File: config.mk
export PLATFORM = sky130hd
export DESIGN_NAME = counter_sweep_ctrl
export DESIGN_NICKNAME = d
export VERILOG_FILES = /design/src/rtl/counter_sweep_ctrl.sv
export SDC_FILE = /design/constraint.sdc
export NUM_CORES = 1
export LEC_CHECK = 0
export ABC_CLOCK_PERIOD_IN_PS = 2100
export BUFFER_PORTS_ARGS = -buffer_cell sky130_fd_sc_hd__buf_2
export CAP_MARGIN = 20
export CORE_ASPECT_RATIO = 2
export CORE_UTILIZATION = 25
export DETAILED_ROUTE_END_ITERATION = 6
export PLACE_DENSITY = 0.54
export SYNTH_ARGS = -nofsm -noshare
export SYNTH_HDL_FRONTEND = slang
export SYNTH_SLANG_ARGS = --single-unit
File: constraint.sdc
create_clock -name clk -period 2.1 [get_ports clk]
set_input_delay 0.42 -clock clk [delete_from_list [all_inputs] [get_ports clk]]
set_output_delay 0.42 -clock clk [all_outputs]
set_load 0.01 [all_outputs]
File: src/rtl/counter_sweep_ctrl.sv
// Triangle-sweep sequencer for a loadable up/down counter: N sweeps lo->hi->lo, then a done pulse.
// Optional count-feedback checker enabled by defining CNT_SEQ_CHECK_EN.
module counter_sweep_ctrl #(
  parameter int WIDTH   = 3,
  parameter int SWEEP_W = 4
) (
  input  logic               clk,
  input  logic               reset,
  input  logic               start,
  input  logic               abort,
  input  logic               pause,
  input  logic [WIDTH-1:0]   lo_lim,
  input  logic [WIDTH-1:0]   hi_lim,
  input  logic [SWEEP_W-1:0] n_sweeps,
  input  logic [WIDTH-1:0]   count,
  output logic               load,
  output logic [WIDTH-1:0]   data_out,
  output logic               count_up,
  output logic               counter_on,
  output logic               busy,
  output logic               done,
  output logic               cfg_err,
  output logic [SWEEP_W-1:0] sweep_cnt,
  output logic               mismatch
);

  localparam logic [2:0] S_IDLE = 3'd0;
  localparam logic [2:0] S_LOAD = 3'd1;
  localparam logic [2:0] S_UP   = 3'd2;
  localparam logic [2:0] S_DOWN = 3'd3;
  localparam logic [2:0] S_DONE = 3'd4;

  logic [2:0]         state_q, state_d;
  logic [WIDTH-1:0]   lo_q, lo_d;
  logic [WIDTH-1:0]   hi_q, hi_d;
  logic [SWEEP_W-1:0] n_q, n_d;
  logic [SWEEP_W-1:0] sweep_cnt_q, sweep_cnt_d;
  logic               cfg_err_q, cfg_err_d;
  logic [SWEEP_W-1:0] sweep_inc;
  logic               cfg_bad;
  logic               accept;

  assign sweep_inc = sweep_cnt_q + SWEEP_W'(1);
  assign cfg_bad   = (lo_lim >= hi_lim) || (n_sweeps == '0);
  assign accept    = (state_q == S_IDLE) && start && !cfg_bad;

  always_comb begin
    state_d     = state_q;
    lo_d        = lo_q;
    hi_d        = hi_q;
    n_d         = n_q;
    sweep_cnt_d = sweep_cnt_q;
    cfg_err_d   = 1'b0;
    load        = 1'b0;
    counter_on  = 1'b0;
    count_up    = 1'b0;
    case (state_q)
      S_IDLE: begin
        if (start && cfg_bad) begin
          cfg_err_d = 1'b1;
        end else if (accept) begin
          lo_d        = lo_lim;
          hi_d        = hi_lim;
          n_d         = n_sweeps;
          sweep_cnt_d = '0;
          state_d     = S_LOAD;
        end
      end
      S_LOAD: begin
        load    = 1'b1;
        state_d = abort ? S_IDLE : S_UP;
      end
      S_UP: begin
        if (abort) begin
          state_d = S_IDLE;
        end else if (pause) begin
          state_d = S_UP;
        end else if (count == hi_q) begin
          // Turnaround dwell: counter idles one cycle at the top.
          state_d = S_DOWN;
        end else begin
          counter_on = 1'b1;
          count_up   = 1'b1;
        end
      end
      S_DOWN: begin
        if (abort) begin
          state_d = S_IDLE;
        end else if (pause) begin
          state_d = S_DOWN;
        end else if (count == lo_q) begin
          sweep_cnt_d = sweep_inc;
          state_d     = (sweep_inc == n_q) ? S_DONE : S_UP;
        end else begin
          counter_on = 1'b1;
        end
      end
      S_DONE: begin
        state_d = S_IDLE;
      end
      default: begin
        state_d = S_IDLE;
      end
    endcase
  end

  always_ff @(posedge clk or posedge reset) begin
    if (reset) begin
      state_q     <= S_IDLE;
      lo_q        <= '0;
      hi_q        <= '0;
      n_q         <= '0;
      sweep_cnt_q <= '0;
      cfg_err_q   <= 1'b0;
    end else begin
      state_q     <= state_d;
      lo_q        <= lo_d;
      hi_q        <= hi_d;
      n_q         <= n_d;
      sweep_cnt_q <= sweep_cnt_d;
      cfg_err_q   <= cfg_err_d;
    end
  end

  assign data_out  = lo_q;
  assign busy      = (state_q == S_LOAD) || (state_q == S_UP) || (state_q == S_DOWN);
  assign done      = (state_q == S_DONE);
  assign cfg_err   = cfg_err_q;
  assign sweep_cnt = sweep_cnt_q;

`ifdef CNT_SEQ_CHECK_EN
  logic [WIDTH-1:0] exp_q, exp_d;
  logic             mismatch_q, mismatch_d;

  // Shadow of the counter: seeded by LOAD, stepped by every enabled cycle.
  always_comb begin
    exp_d      = exp_q;
    mismatch_d = mismatch_q;
    if (accept) begin
      mismatch_d = 1'b0;
    end
    if (state_q == S_LOAD) begin
      exp_d = lo_q;
    end
    if ((state_q == S_UP) || (state_q == S_DOWN)) begin
      if (count != exp_q) begin
        mismatch_d = 1'b1;
      end
      if (counter_on) begin
        exp_d = count_up ? exp_q + WIDTH'(1) : exp_q - WIDTH'(1);
      end
    end
  end

  always_ff @(posedge clk or posedge reset) begin
    if (reset) begin
      exp_q      <= '0;
      mismatch_q <= 1'b0;
    end else begin
      exp_q      <= exp_d;
      mismatch_q <= mismatch_d;
    end
  end

  assign mismatch = mismatch_q;
`else
  assign mismatch = 1'b0;
`endif

endmodule

# Word-level counts from Yosys, hierarchy flattened
# Index checks and enable logic that the tools add are counted.
classes:
  n_addsub: 1
  n_eq_ne: 14
  mux: 28
  magnitude_cmp: 1
  n_reduce_logical: 13
  bitwise_logic: 1
op_table:
  columns: ["op", "n"]
  rows:
  - ["$mux 3", 9]
  - ["$mux 4", 5]
  - ["$pmux 3 s4", 1]
  - ["$mux 1", 10]
  - ["$ne 2x2->1 const B", 5]
  - ["$ne 4x4->1 const B", 2]
  - ["$pmux 4 s2", 1]
  - ["$eq 3x2->1 const B", 2]
  - ["$eq 3x3->1", 2]
  - ["$reduce_and 6->1", 1]
  - ["$add 4x1->4 const B", 1]
  - ["$eq 4x4->1", 1]
  - ["$logic_not 4->1", 1]
  - ["$reduce_and 4->1", 1]
  - ["$eq 3x1->1 const B", 1]
  - ["$eq 3x3->1 const B", 1]
  - ["$ge 3x3->1", 1]
  - ["$logic_and 1x1->1", 3]
  - ["$logic_not 3->1", 1]
  - ["$logic_or 1x1->1", 3]
  - ["$reduce_and 3->1", 1]
  - ["$mux 2", 1]
  - ["$pmux 1 s2", 1]
  - ["$reduce_bool 2->1", 1]
  - ["other kinds (2)", 2]
totals:
  regBits: 18
  output_inout_bits: 14
  in_bits: 18

# Logic depth before layout (Yosys ltp)
depth:
  word_depth: 7
  mapped_depth: 9

# Least setup slack after synthesis
# OpenSTA, ideal clock, no wires.
synth_timing:
  path_type: "input port to flip-flop"
  start: "input port lo_lim[0]"
  end: "register sweep_cnt_q[2] (netlist: sweep_cnt[2])"
  path_slack_ns: 0.235
  path_stages: 7
  setup_time_ns: 0.126
  t_arrival_ns: 1.739
  path_buffers: 0
  cell_sequence: "inv_1 ha_1 nor3b_1 o211ai_2 nor2_2 nor2_2 a221o_1"
synth_via:
  elab_chain_cells: 6
synth_lines:
  columns: ["element", "line_no", "source"]
  rows:
  - ["start: declaration", "12", "input logic [WIDTH-1:0] lo_lim,"]
  - ["$ge 3x3->1 *", "44", "assign cfg_bad = (lo_lim >= hi_lim) || (n_sweeps == '0);"]
  - ["$logic_or 1x1->1 *", "44", null]
  - ["$logic_not 1->1", "45", "assign accept = (state_q == S_IDLE) && start && !cfg_bad;"]
  - ["$logic_and 1x1->1", "45", null]
  - ["$ne 2x2->1 (no line)", null, null]
  - ["$reduce_and 6->1 (no line) *", null, null]
  - ["end signal: assignment", "120", "sweep_cnt_q <= sweep_cnt_d;"]
  - ["end: declaration", "37", "logic [SWEEP_W-1:0] sweep_cnt_q, sweep_cnt_d;"]
# Mark *: on every way between the ends. The rest lies on a longest branch, timed or not.
# A chain may end at the register's enable or synchronous reset.

# Worst setup path after layout
layout_timing:
  start: "register lo_q[0] (netlist: data_out[0])"
  end: "output port counter_on"
layout_via:
  elab_chain_cells: 5
layout_lines:
  columns: ["element", "line_no", "source"]
  rows:
  - ["start: declaration", "34", "logic [WIDTH-1:0] lo_q, lo_d;"]
  - ["start signal: assignment", "117", "lo_q <= lo_d;"]
  - ["$eq 3x3->1", "91", "end else if (count == lo_q) begin"]
  - ["$mux 1", "91", null]
  - ["$mux 1", "89", "end else if (pause) begin"]
  - ["$mux 1", "87", "if (abort) begin"]
  - ["$pmux 1 s2", "57", "case (state_q)"]
  - ["end: declaration", "19", "output logic counter_on,"]
# Every way passes these cells.

==> results by group <==
Synth
  • Syn Inst Count: 125
  • Count of cell types in the netlist: 37
  • Number of synthesized flops with an enable pin: 0
  • Asr flop ratio synth: 1.00
  • Synth Net Count: ~150
  • Most common flop cell mapped by yosys: dfrtp_1
  • Yosys reg bits: 18
  • Syn avg cell area: 8.99 um2
  • Yosys Warn Count: 0
  • Synthesized area: 1120 um2
  • Register area share after synthesis: 0.401

Clock tree
  • CTS root buf: clkbuf_8
  • Bufs on Longest Clock Path: 2
  • Worst skew pair latency: between 0.2 and 0.3 ns
  • TritonCTS clock tree: yes
  • Hold-fix buffers, CTS: 0
  • Post-CTS Setup Bufs: 0
  • CTS resizes: 0
  • Clock-pin slew on the worst setup and hold paths: 0.07 ns
  • H-tree Lvls: 1
  • CTS Buf Count: 3
  • Clock sinks: 18

Die
  • Rows: 34
  • Top Ports: 32
  • Width of the die: between 40 and 50 um
  • DIE AREA: 4780 um2
  • Chip height: roughly 97 um
  • Core area: 4340 um2
  • Initial core utilization: 0.259

Final layout
  • Multi-input gate area: roughly 620 um2
  • Area added between synthesis and finish: 25.3%
  • Util after Layout: 0.324
  • Fin nets: roughly 180
  • Commonest cells after routing, fill and taps aside: buf_2, nand2_1, dfrtp_1, xor2_1, inv_1
  • Fraction of layout cells with a size suffix above 1: 0.308
  • Post-route cell area: 1410 um2
  • Filler Cell Count: 501
  • FF+latch area: between 400 and 500 um2
  • Antenna diodes: 0
  • Commonest non-fill, non-tap cell in the layout: buf_2

Critical path
  • R2r worst-path depth: 6
  • Critical path class: reg2out
  • WP buf/inv: 1
  • Slowest stage delay, CP: roughly 0.4 ns
  • Worst reg2reg path endpoint: state_q[1]$_DFFE_PP0P_
  • R2R Path Start: sweep_cnt[0]$_DFFE_PP0P_
  • Crit path max-delay family: flip-flops
  • R2R setup slack: approximately 0.37 ns
  • Startpoint class of the critical path: flip-flop
  • Worst setup EP type: primary output
  • Worst-path cell chain: xor2_1, nor3_2, a211oi_2, buf_2
  • Critical path arrival: ~1.6 ns
  • CP Data Required Time: approximately 1.7 ns
  • CP max FO: 3
  • Slowest-stage cell, CP: dfrtp_1
  • Crit path launch: data_out[0]$_DFFE_PP0P_

Global routing
  • Initial antenna violation count: 0
  • First-pass GRT wire length: between 4000 and 5000 um
  • GR peak layer: met2
  • Met2 Use GR: 0.231
  • All-Layer GR Usage: 0.126
  • Pin count of the biggest net entering global routing: 19
  • Vias in the first global route: roughly 1000
  • Grt met3 use: 0.0204
  • Overflow after GRT: 0
  • Met1 usage: 0.125

Detailed routing
  • DRT antenna net count: 0
  • Drt drc: 0
  • Vias per inst: ~4.7
  • DR pass1 iterations: 4
  • Via Count: about 1000
  • Routed wire per std cell: approximately 13 um
  • First DRT Iteration DRCs: 10
  • Final WL: approximately 2700 um

STA
  • Fin worst setup slack: around 0.13 ns
  • Hold_ws: 0.272 ns
  • TNS Setup: 0 ns
  • Min Clock Period, post-route: between 1.5 and 2 ns
  • Tcrit/Tclk final: 0.940
  • Setup Viol. Count Final: 0
  • Slew Limit Headroom: 0.510
  • Slew @ Worst Pin: about 0.73 ns
  • Final Slew Violations: 0
  • Hold Fails Final Rpt: 0
  • Clk_skew: approximately 0.0036 ns
  • RSZ-0062 raised after global routing: no
  • Fmax achieved: just over 0.5 GHz

Power
  • P_leak: between 0.0007 and 0.0008 uW
  • Worst vdd rail ir drop: roughly 360 uV
  • Pwr/cell area: 952 nW/um2

Worst hold path
  • HP Class: in2async

Flow run
  • Total of max-cap violations: 0

Placed design
  • Post-DP Area: ~1300 um2
  • Hpwl dp: approximately 2200 um
  • Pre-CTS setup slack: roughly 0.13 ns
  • GPL Wtd Cong: just under 0.8
  • I/O Buffers: 30

Status
  • Status: completed
[metrics by stage]
step	power [uW]	instances
6_report	1340	213
2_1_floorplan	897	125
3_3_place_gp	1050	209
5_1_grt	1450	213
4_1_cts	1350	213
3_5_place_dp	1050	209
[per-layer routing]
layer,vias up,share of wire
met5,-,0
met2,25,0.54
li1,492,-
met1,480,0.39
met3,6,0.042
met4,0,0.031
[where the power goes]
group | switching [uW] | leakage [uW] | internal [uW]
sequential | 96.6 | 0.000234 | 455
clock | 123 | 0.0000288 | 167
combinational | 277 | 0.000455 | 222
[cells in the mapped netlist, types with 2 or more instances]
master | number | share of area
inv_1 | 6 | 0.020
buf_6 | 3 | 0.030
xnor2_1 | 4 | 0.031
nor2_1 | 2 | 0.0067
o21ai_0 | 5 | 0.022
ha_1 | 4 | 0.045
nor3b_1 | 3 | 0.020
nand3_1 | 5 | 0.022
and3_1 | 2 | 0.011
nand2_1 | 28 | 0.094
xor2_1 | 8 | 0.062
o211ai_1 | 2 | 0.013
nor2_2 | 2 | 0.011
nor4_1 | 3 | 0.017
nor2b_1 | 2 | 0.011
dfrtp_1 | 18 | 0.40
nor3_1 | 6 | 0.027
nand3b_1 | 2 | 0.013
nor2_4 | 2 | 0.020
[worst max-delay path by stage]
stage / to / slack [ns] / cells after the start
after CTS: counter_on / 0.01 / 4
after global placement: sweep_cnt[3]$_DFFE_PP0P_ / 0.15 / 9
after global routing: counter_on / 0.007 / 4
after floorplan: sweep_cnt[2]$_DFFE_PP0P_ / 0.23 / 7
final: counter_on / 0.13 / 4
after detailed placement: sweep_cnt[3]$_DFFE_PP0P_ / 0.13 / 9
[flip-flops by register name, summed over array words and instances, names as in the netlist]
name and count:
hi_q 3, n_q 4, data_out 3, cfg_err 1
state_q 3, sweep_cnt 4
[worst register-to-register path: cells and delay by family, from the launching register on]
| family | cells | cell delay (ns) |
|---|---|---|
| compound gates | 1 | 0.28 |
| xor+xnor | 2 | 0.35 |
| fa+ha+maj | 1 | 0.26 |
| flops | 1 | 0.46 |
| simple gates | 2 | 0.27 |
[cell families after synthesis]
group,share of synthesized area
AOI/OAI and AO/OA,0.0980
xor gates and xnor gates,0.0935
adders and majority gates,0.0445
buffers and inverters,0.0568
DFF,0.401
other,0.00334
and+or+nand+nor,0.303
[area by class of cell]
| class | count | area share |
|---|---|---|
| inverter | 6 | 0.0160 |
| tap | 54 | 0.0480 |
| timing repair buffer | 34 | 0.137 |
| multi-input combinational | 97 | 0.440 |
| sequential | 18 | 0.320 |
| clock buffer | 4 | 0.0391 |
Power figures use the tool's default switching activity.
